**src/rtl/instr_aligner.sv**
```systemverilog
// Instruction aligner: splits the word-aligned fetch stream into 16/32-bit
// RV32IC instructions. Up to three halfwords are buffered so that a 32-bit
// instruction straddling a word boundary can be reassembled. The PC of each
// emitted instruction is tracked alongside the buffer.
module instr_aligner #(
   parameter logic [31:0] RESET_PC = 32'h0000_0000
) (
   input  logic        clk,
   input  logic        rst_n,
   input  logic        fw_valid,
   output logic        fw_ready,
   input  logic [31:0] fw_data,
   output logic        ins_valid,
   input  logic        ins_ready,
   output logic [31:0] ins_data,
   output logic [31:0] ins_pc,
   output logic        ins_compressed,
   input  logic        flush,
   input  logic [31:0] flush_pc
);

   // Buffered halfwords, oldest in [15:0]; bits above hcnt halfwords are kept zero
   logic [47:0] hbuf;
   logic [1:0]  hcnt;
   logic [31:0] pc;
   logic        skip;

   logic [47:0] hbuf_nxt;
   logic [1:0]  hcnt_nxt;
   logic [31:0] pc_nxt;
   logic        skip_nxt;

   logic        is_comp;
   logic        consume;
   logic        accept;
   logic [47:0] shifted;
   logic [1:0]  cnt_left;
   logic [31:0] append;
   logic [1:0]  append_cnt;

   // Decode the oldest halfword and drive the handshake and instruction outputs
   always_comb begin
      is_comp        = (hbuf[1:0] != 2'b11);
      ins_valid      = 1'b0;
      ins_data       = 32'h0;
      ins_compressed = 1'b0;
      ins_pc         = pc;
      fw_ready       = !flush && (hcnt <= 2'd1);
      if (!flush) begin
         if (is_comp) begin
            ins_valid = (hcnt >= 2'd1);
         end else begin
            ins_valid = (hcnt >= 2'd2);
         end
      end
      if (ins_valid) begin
         ins_compressed = is_comp;
         ins_data       = is_comp ? {16'h0, hbuf[15:0]} : hbuf[31:0];
      end
   end

   // Next-state: shift out the consumed instruction, then append the accepted word; flush overrides both
   always_comb begin
      consume    = ins_valid && ins_ready;
      accept     = fw_valid && fw_ready;
      shifted    = hbuf;
      cnt_left   = hcnt;
      pc_nxt     = pc;
      skip_nxt   = skip;
      append     = fw_data;
      append_cnt = 2'd2;
      hbuf_nxt   = hbuf;
      hcnt_nxt   = hcnt;

      if (consume) begin
         if (is_comp) begin
            shifted  = {16'h0, hbuf[47:16]};
            cnt_left = hcnt - 2'd1;
            pc_nxt   = pc + 32'd2;
         end else begin
            shifted  = {32'h0, hbuf[47:32]};
            cnt_left = hcnt - 2'd2;
            pc_nxt   = pc + 32'd4;
         end
      end

      hbuf_nxt = shifted;
      hcnt_nxt = cnt_left;

      if (accept) begin
         if (skip) begin
            append     = {16'h0, fw_data[31:16]};
            append_cnt = 2'd1;
            skip_nxt   = 1'b0;
         end
         // fw_ready guarantees at most one halfword remains after the shift
         case (cnt_left)
            2'd0:    hbuf_nxt = {16'h0, append};
            2'd1:    hbuf_nxt = {append, shifted[15:0]};
            default: hbuf_nxt = shifted;
         endcase
         hcnt_nxt = cnt_left + append_cnt;
      end

      if (flush) begin
         hbuf_nxt = 48'h0;
         hcnt_nxt = 2'd0;
         pc_nxt   = {flush_pc[31:1], 1'b0};
         skip_nxt = flush_pc[1];
      end
   end

   // State register with asynchronous active-low reset
   always_ff @(posedge clk or negedge rst_n) begin
      if (!rst_n) begin
         hbuf <= 48'h0;
         hcnt <= 2'd0;
         pc   <= RESET_PC;
         skip <= 1'b0;
      end else begin
         hbuf <= hbuf_nxt;
         hcnt <= hcnt_nxt;
         pc   <= pc_nxt;
         skip <= skip_nxt;
      end
   end

endmodule

```
**config.mk**
```make
export PLATFORM = sky130hd
export DESIGN_NAME = instr_aligner
export DESIGN_NICKNAME = d
export VERILOG_FILES = /design/src/rtl/instr_aligner.sv
export SDC_FILE = /design/constraint.sdc
export NUM_CORES = 1
export LEC_CHECK = 0
export ABC_AREA = 1
export CAP_MARGIN = 20
export CORE_AREA = 2 2 220 114
export DETAILED_ROUTE_END_ITERATION = 8
export DIE_AREA = 0 0 222 116
export DONT_BUFFER_PORTS = 1
export REMOVE_ABC_BUFFERS = 1
export SKIP_CTS_REPAIR_TIMING = 1
export SYNTH_ARGS = -nofsm -noshare
export SYNTH_HDL_FRONTEND = slang
export SYNTH_SLANG_ARGS = --single-unit
export TNS_END_PERCENT = 20
```
**constraint.sdc**
```tcl
create_clock -name clk -period 3.3 [get_ports clk]
set_input_delay 0 -clock clk [delete_from_list [all_inputs] [get_ports clk]]
set_output_delay 0 -clock clk [all_outputs]
set_load 0.01 [all_outputs]
```
==> results.md, run 1 <==
- The DRC violation count after routing is 0.
- The synthesis-to-layout area growth is 23.7%.
- The most numerous cell type found on the critical path is nand2_1.
- The reported leakage power is between 3 and 4 nW.
- The maximum clock insertion buffer count is 2.
- The required time at the worst-slack endpoint is between 3 and 4 ns.
- The logic gate share of total power is ~28%.
- In this run, the clock network consumes around 32% of the power.
- The sum of buffers and inverters on the critical path is 2.
- For the worst setup path, the data arrival time is around 3.2 ns.
- The fraction of the yosys area taken by sequential cells is between 30% and 40%.
- The number of global-route vias before repair is around 5200.
- The share of synthesized flip-flops with an asynchronous set or reset is 100%.
- Setup violations remaining at the end of the flow were counted as 0.
- The detailed-router iteration count before antenna repair is 5.
- Final hold analysis gives a worst-case slack of -0.0488 ns.
- The transition at the pin with the smallest max-transition slack is roughly 0.77 ns.
- The sequential cells in the finished layout cover a total of 0.00205 mm^2.
- The critical path goes through inv_1, ha_1, nand2_1, nand2_1, nor2_2, nand3_2, nand2_4, nand2_4, clkinv_4, nand2_4, nand2_1, nand2_1, nor2_1.
- The total power density per cell area is 449 mW/mm^2.
- The number of clock sinks is a little over 80.
- The I/O pin count is between 100 and 150.
- After detailed routing, the average wire length per cell comes to around 17 um.
- The via count is 6145.
- The number of routed nets with antenna violations is 0.
- The final net count is between 1000 and 1500.
- The number of distinct library cell variants in the gate-level netlist after synthesis is 42.
- The average cell area after synthesis is between 6 and 7 um^2.
- Summing every instance area after synthesis gives roughly 0.0059 mm^2.
- The clock insertion delay at the later pin of the skew report is about 0.35 ns.
- The biggest fanout along the worst timing path is 33.
- Synthesis produced about 900 cells.
- The setup path with the least slack is of type reg -> reg.
- The largest net degree at the start of global routing is between 80 and 90.
- The global-route wire length before repair is ~33 mm.
- After legalization and detailed placement, the total HPWL measured 15.3 mm.
- In this run the worst hold path is classified as in -> reg.
- The worst ir drop on vdd is 0.000208 V.
- Global routing consumed, over all layers together, 16.9% of the routing resources.
- Of the total power, the share spent switching nets is 38.1%.
- The post-placement setup slack is ~0.4 ns.
- Based on the critical path, the design can be clocked at up to ~340 MHz.
- The final count of pins violating max slew is 0.
- The area occupied by multi-input gates is about 0.0031 mm^2.
- Clock tree synthesis inserted a total of 9 buffers.
- In the finished design, the share of the clock period the worst path needs comes to between 80 and 90%.
- The post-synthesis sequential element count is slightly above 80.
- Setup repair after global routing left no endpoint under its margin.
- The number of enable-type register cells in the synthesized netlist is 0.
- The portion of total power attributed to sequential cells is around two fifths.
- The horizontal die dimension is around 220 um.
- Clock-pin slew was measured on the worst setup and hold paths at about 0.07 ns.
- During synthesis, Yosys emitted a total of 0 warnings.
- Routability-driven placement finished with a final weighted congestion of between 0.8 and 0.9.
- The floorplan has 40 rows.
- The run finished, with violations left.
- The post-layout worst setup margin is 0.359 ns.
- The count of final hold-check violations is 11.
- The highest-delay cell along the critical path is dfrtp_1.
- The family with the most delay on the worst path is simple AND/OR/NAND/NOR gates.
- The worst max-slew margin expressed relative to the limit is between 40 and 50%.
- TritonCTS built the clock tree.
- The clock arrives with slightly above 0.01 ns of skew.
- The final reports fail on hold timing.
- For the finished layout, the period the worst path requires is roughly 2.9 ns.
- The critical path startpoint category is a flip-flop.
- For this run, the slowest stage of the critical path takes about 0.48 ns.
- The H-tree was split into 3 levels.
- The detailed-route vias per instance is 4.80.
- The total overflow reported by the global router is 0.
- Fill cells in the final layout number 2583.
- Port buffering added 0 buffers.
- The internal power of the cells totals a little over 0.002 W.
- Of the cells placed in the final design, the portion with a size suffix greater than 1 is about 8%.
- The area of the die is approximately 0.026 mm^2.
- The analysis attributes to net switching a power of between 0.001 and 0.0015 W.
- The vertical die dimension is approximately 120 um.
- The tool flagged a number of max-cap violations equal to 0.
- Once the floorplan was initialized, standard cells occupied about a quarter of the core.
- In the synthesized netlist the dominant register cell turns out to be dfrtp_1.
- STA classifies the critical path endpoint as a flip-flop.
- The count of routing violations after the opening detailed-route iteration is roughly 610.
- The total length of routed wires is ~22 mm.
- The number of antenna violations at the first check in global routing came to 0.
- The cell sitting at the root of the clock tree is a clkbuf_16.
- In this run the register-to-register setup slack is ~0.36 ns.
- In this run the standard cell core region covers roughly 0.024 mm^2.
- Adding up every negative setup slack in the final design gives 0 ns.
-- area by class of cell --
type / count / share of cell area [%]
Timing Repair Buffer: 101 / 12.9
Clock inverter: 7 / 0.967
Sequential cell: 82 / 28.3
Clock buffer: 9 / 3.11
Antenna cell: 1 / 0.0345
Inverter: 114 / 6.01
Multi-Input combinational cell: 652 / 43.2
Tap cell: 315 / 5.44
-- cells by family after synthesis --
| group | count (synthesis) | synth area share (%) |
|---|---|---|
| adders and majority gates | 6 | 1.28 |
| buffers and inverters | 163 | 11.6 |
| and+or+nand+nor | 499 | 36.4 |
| xor gates and xnor gates | 16 | 2.84 |
| DFF | 82 | 35.0 |
| AOI/OAI and AO/OA | 130 | 12.8 |
| other | 1 | 0.0640 |
-- layout by cell type (no fill, tap or decap), types with 2 or more instances in the layout --
master,Yosys,layout
nand2_1,262,262
nor3_1,26,26
clkinv_2,0,3
xnor2_1,4,4
nand3_1,80,80
buf_16,0,2
nand2_4,3,3
clkinv_4,1,3
a21oi_1,28,28
xor2_1,10,10
nand2_2,2,2
o211ai_1,7,7
clkbuf_16,0,9
ha_1,6,6
nand4_1,19,19
o21bai_1,6,6
a22o_1,4,4
inv_1,107,107
buf_4,2,43
nand3_2,2,2
dlygate4sd3_1,0,56
clkinv_1,5,5
dfrtp_1,82,82
nor2_1,99,99
a22oi_1,11,11
o221ai_1,3,3
o21ai_0,66,66
-- worst reg2reg max path, cell delays in order (launching register included) --
cell and delay [ns]:
dfrtp_1 0.48, inv_1 0.15, ha_1 0.27, nand2_1 0.08, nand2_1 0.06, nor2_2 0.31, nand3_2 0.14, nand2_4 0.29
nand2_4 0.33, clkinv_4 0.20, nand2_4 0.25, nand2_1 0.15, nand2_1 0.05, nor2_1 0.13
-- cell usage after synthesis, drive strengths merged (6+ instances only) --
master  number  area [um^2]
clkbuf      24         90.1
nand4       20          140
nor3        27          140
nor2       101          389
o21bai       6         45.0
a22oi       11         82.6
ha           6         75.1
dfrtp       82         2050
nand2      267         1030
xor2        12          131
inv        108          408
nand3       82          420
o211ai       7         52.6
buf         25          151
a21oi       29          149
o21ai       66          330
clkinv       6         27.5
-- state kept, by name (all words and copies together), names as in the netlist --
register,flops
hcnt,2
ins_pc,31
skip,1
hbuf,48
-- stage by stage --
stage / util [%] / std cells / power (W) / hold WS [ns] / cell area (um^2)
floorplan: - / 848 / 0.00183 / -0.296 / 5620
finish: 30.6 / 1281 / 0.00325 / -0.0488 / 7250
global route: 30.6 / 1280 / 0.00344 / 0.00170 / 7240
global placement: 26.8 / 1206 / 0.00210 / -0.289 / 6330
detailed placement: 26.8 / 1206 / 0.00211 / -0.290 / 6330
CTS: 28.0 / 1222 / 0.00318 / -0.677 / 6630
-- power by group through the flow --
stage	Sequential (W)	Clock, W	Combinational, W
finish	0.00129	0.00105	0.000914
global route	0.00131	0.00110	0.00103
global placement	0.00131	0	0.000792
floorplan	0.00125	0	0.000570
CTS	0.00129	0.00108	0.000809
detailed placement	0.00131	0	0.000804
-- worst paths after layout --
check	endpoint	from	cells after the start
setup / recovery	hbuf[13]	hcnt[0]	13
hold / removal	hbuf[6]	fw_data[6]	4
setup reg to reg	hbuf[13]	hcnt[0]	13
hold reg to reg	hbuf[44]	hbuf[44]	2
max in group asynchronous	hbuf[7]	rst_n	2
min in group asynchronous	hbuf[36]	rst_n	2
-- metal layers --
| metal | part of all wire [%] | global-route usage [%] |
|---|---|---|
| met5 | 0 | 0 |
| met1 | 50 | 25.3 |
| met2 | 41 | 23.5 |
| met3 | 8.3 | 5.35 |
| met4 | 0.64 | 3.11 |
Power figures use the tool's default switching activity.
==> run 2, diff against run 1 <==
--- a/config.mk
+++ b/config.mk
@@ -7,9 +7,9 @@
 export LEC_CHECK = 0
 export ABC_AREA = 1
 export CAP_MARGIN = 20
-export CORE_AREA = 2 2 220 114
+export CORE_AREA = 2 2 165 86
 export DETAILED_ROUTE_END_ITERATION = 8
-export DIE_AREA = 0 0 222 116
+export DIE_AREA = 0 0 167 88
 export DONT_BUFFER_PORTS = 1
 export REMOVE_ABC_BUFFERS = 1
 export SKIP_CTS_REPAIR_TIMING = 1
==> results.md, run 2 (synthesized netlist as in run 1, its figures left out) <==
- The clock-pin slew of the registers on the worst-case setup and hold paths is about 0.060 ns.
- The library cell used as clock root buffer is clkbuf_16.
- Dividing the detail-routed wire length by the instance count gives between 15 and 20 um.
- Hold timing on the final database bottoms out at a slack of -0.0432 ns.
- The count of fill cells added during filler insertion is between 1000 and 1500.
- The transition at the pin with the smallest max-transition slack is approximately 0.98 ns.
- The horizontal die dimension is between 150 and 200 um.
- The run finished, with violations left.
- In this run the power spent charging and discharging nets is ~0.0012 W.
- In this run the worst setup path begins at hcnt[0].
- The reg-to-reg startpoint is hcnt[0].
- STA puts the critical path data required time at between 3 and 4 ns.
- Wires add up to about 19 mm.
- The reg-to-reg critical path endpoint is hbuf[11].
- The clock buffer count from CTS is 9.
- The met1 capacity usage during global routing is 43.6%.
- The highest-delay cell along the critical path is dfrtp_1.
- The count of final hold-check violations is 8.
- ~140 I/O pins were placed.
- Buffers placed on the I/O ports in this run total 0.
- The cell count of the worst reg-to-reg path is 13.
- Of the total power, combinational logic draws 28.7%.
- The total overflow reported by the global router is 0.
- The area growth from synthesis to layout is 19.0%.
- The library cell used most frequently in the layout, excluding fill and tap cells, is nand2_1.
- The critical path endpoint category is a flip-flop.
- The clock period could shrink to just under 3 ns.
- The summed area of non-filler cells in the final layout is 0.00697 mm^2.
- The die covers between 0.01 and 0.015 mm^2.
- Together, buffers and inverters on the worst path number 3.
- The setup TNS after final layout is 0 ns.
- Along the worst path, the maximum fanout reaches 33.
- The largest clock skew in the final design is roughly 0.0076 ns.
- The critical path capture point is hbuf[11].
- The flip-flop count of the largest register, all copies and words added is 48.
- The portion of total power attributed to sequential cells is about two fifths.
- The setup slack of the most critical reg-to-reg path is between 0.4 and 0.5 ns.
- The CTS tree is built.
- The number of antenna violations at the first check in global routing is 0.
- The critical path in this run is classified as reg -> reg.
- The critical path startpoint category is a flip-flop.
- met1 is the most crowded layer.
- The worst path uses 87.6% of the clock period.
- In this run the deepest clock path goes through 2 buffers.
- The met2 layer usage reported by global route is a little under a third.
- The number of routed nets with antenna violations is 0.
- The worst max-slew margin expressed relative to the limit is about a third.
- Max-cap violations in this run came to 0.
- The detailed router placed 6000 vias in this run.
- In the routed design, unresolved DRC markers number 0.
- The register bank with the most flops is hbuf.
- The number of antenna diodes in the final layout is 0.
- The type of the worst min-delay path is in -> reg.
- The floorplan row count is 30.
- The maximum clock rate is between 300 and 400 MHz.
- Cells fill around 53% of the core in the end.
- For this design, the sink count on the clock tree is between 80 and 90.
- After detailed routing, the number of vias per cell comes to between 5 and 6.
- The detailed router finished its first iteration with 680 violations.
- The critical path goes through inv_1, ha_1, a21oi_2, nand3_2, buf_4, nand2_1, nand2_4, nand2_4, clkinv_4, nand2_4, nand2_1, nand2_1, nor2_1.
- The placed cell area is between 0.006 and 0.007 mm^2.
- The number of global-route vias before repair is about 5000.
- Once the floorplan was initialized, standard cells occupied 44.2% of the core.
- Before antenna repair, the detailed router went through 5 iterations.
- The switching power as a share of total power is about 38%.
- The clock network accounts for between 20% and 30% of the total power.
- The global-route wire length before repair is around 29 mm.
- In the final layout, the share of cells above drive strength 1 is around 7.2%.
- Grouping stages by cell kind, the critical path spends the most delay in simple AND/OR/NAND/NOR gates.
- Setup repair after global routing left no endpoint under its margin.
- Entering global routing, the biggest net connects 83 pins.
- Routability-driven placement finished with a final weighted congestion of roughly 0.95.
- STA puts the critical path data arrival time at ~3.1 ns.
- The placed wire-length estimate after detailed placement is approximately 13 mm.
- The setup-violating endpoint count in the final report is 0.
- In the global route stage, overall resource usage came out at 25.6%.
- Cell internal power was estimated by the tool at around 0.0019 W.
- Counting buffers and inverters, the worst setup path is 13 cells deep.
- In the layout the commonest cells are nand2_1, inv_1, nor2_1, dfrtp_1, nand3_1.
- Power spread over the standard cell area amounts to 444 mW/mm^2.
- The final count of pins violating max slew is 0.
- The maximum level of the CTS H-tree is 3.
- The worst ir drop on vdd is between 0.00015 and 0.0002 V.
- For this design the static power due to leakage is roughly 3.4 nW.
- The largest single stage delay on the critical path is 0.46 ns.
- The final net count is 1025.
- The placeable core region is about 0.013 mm^2.
- The final reports fail on hold timing.
- The clock insertion delay at the later pin of the skew report is 0.34 ns.
- In the global route stage, met3 resource usage came out at under 10%.
- In this run the vertical extent of the chip is approximately 88 um.
==> run 2: power groups by stage <==
stage	Combinational (W)	Sequential [W]	Clock, W
after floorplan	0.000570	0.00125	0
after global placement	0.000774	0.00130	0
after detailed placement	0.000784	0.00130	0
after CTS	0.000790	0.00128	0.000949
after global routing	0.00101	0.00130	0.000981
final	0.000890	0.00128	0.000923
==> run 2: worst register-to-register path: cells and delay by family (launching register included) <==
family                   cells  cell delay [ns]
AND/OR/NAND/NOR              8             1.38
buffers and inverters        3             0.51
AO/OA/AOI/OAI                1             0.19
flip-flops                   1             0.46
adder cells (fa/ha/maj)      1             0.26
==> run 2: metal layers <==
layer | up-vias | part of all wire (%)
met5 | - | 0
met4 | 0 | 0.56
met3 | 14 | 8.4
met2 | 262 | 37
met1 | 2746 | 54
li1 | 2978 | -
==> run 2: through the flow <==
step           std cells  power [W]  hold WS (ns)  setup slack, ns
2_1_floorplan        848    0.00183        -0.296            0.218
6_report            1130    0.00310       -0.0432            0.409
5_1_grt             1130    0.00329       0.00390            0.143
3_3_place_gp        1060    0.00207        -0.294            0.428
3_5_place_dp        1061    0.00208        -0.294            0.437
4_1_cts             1076    0.00302        -0.658            0.422
==> run 2: worst min-delay path by stage <==
stage                     startpoint    endpoint  slack (ns)  cells after the start
after detailed placement       rst_n  ins_pc[30]       -0.29                      0
after global routing           flush    hbuf[34]       0.004                      2
final                     fw_data[5]    hbuf[21]       -0.04                      4
after floorplan                rst_n     hbuf[0]       -0.30                      0
after global placement         rst_n  ins_pc[30]       -0.29                      0
after CTS                      rst_n     hbuf[1]       -0.66                      0
==> run 2: layout make-up <==
type,count,area [um^2],area share [%]
tap,176,220,3.16
clock buffer,10,229,3.28
timing repair buffer,91,873,12.5
clock inverter,5,32.5,0.467
inverter,114,435,6.25
multi-input combinational,652,3130,44.9
sequential,82,2050,29.4
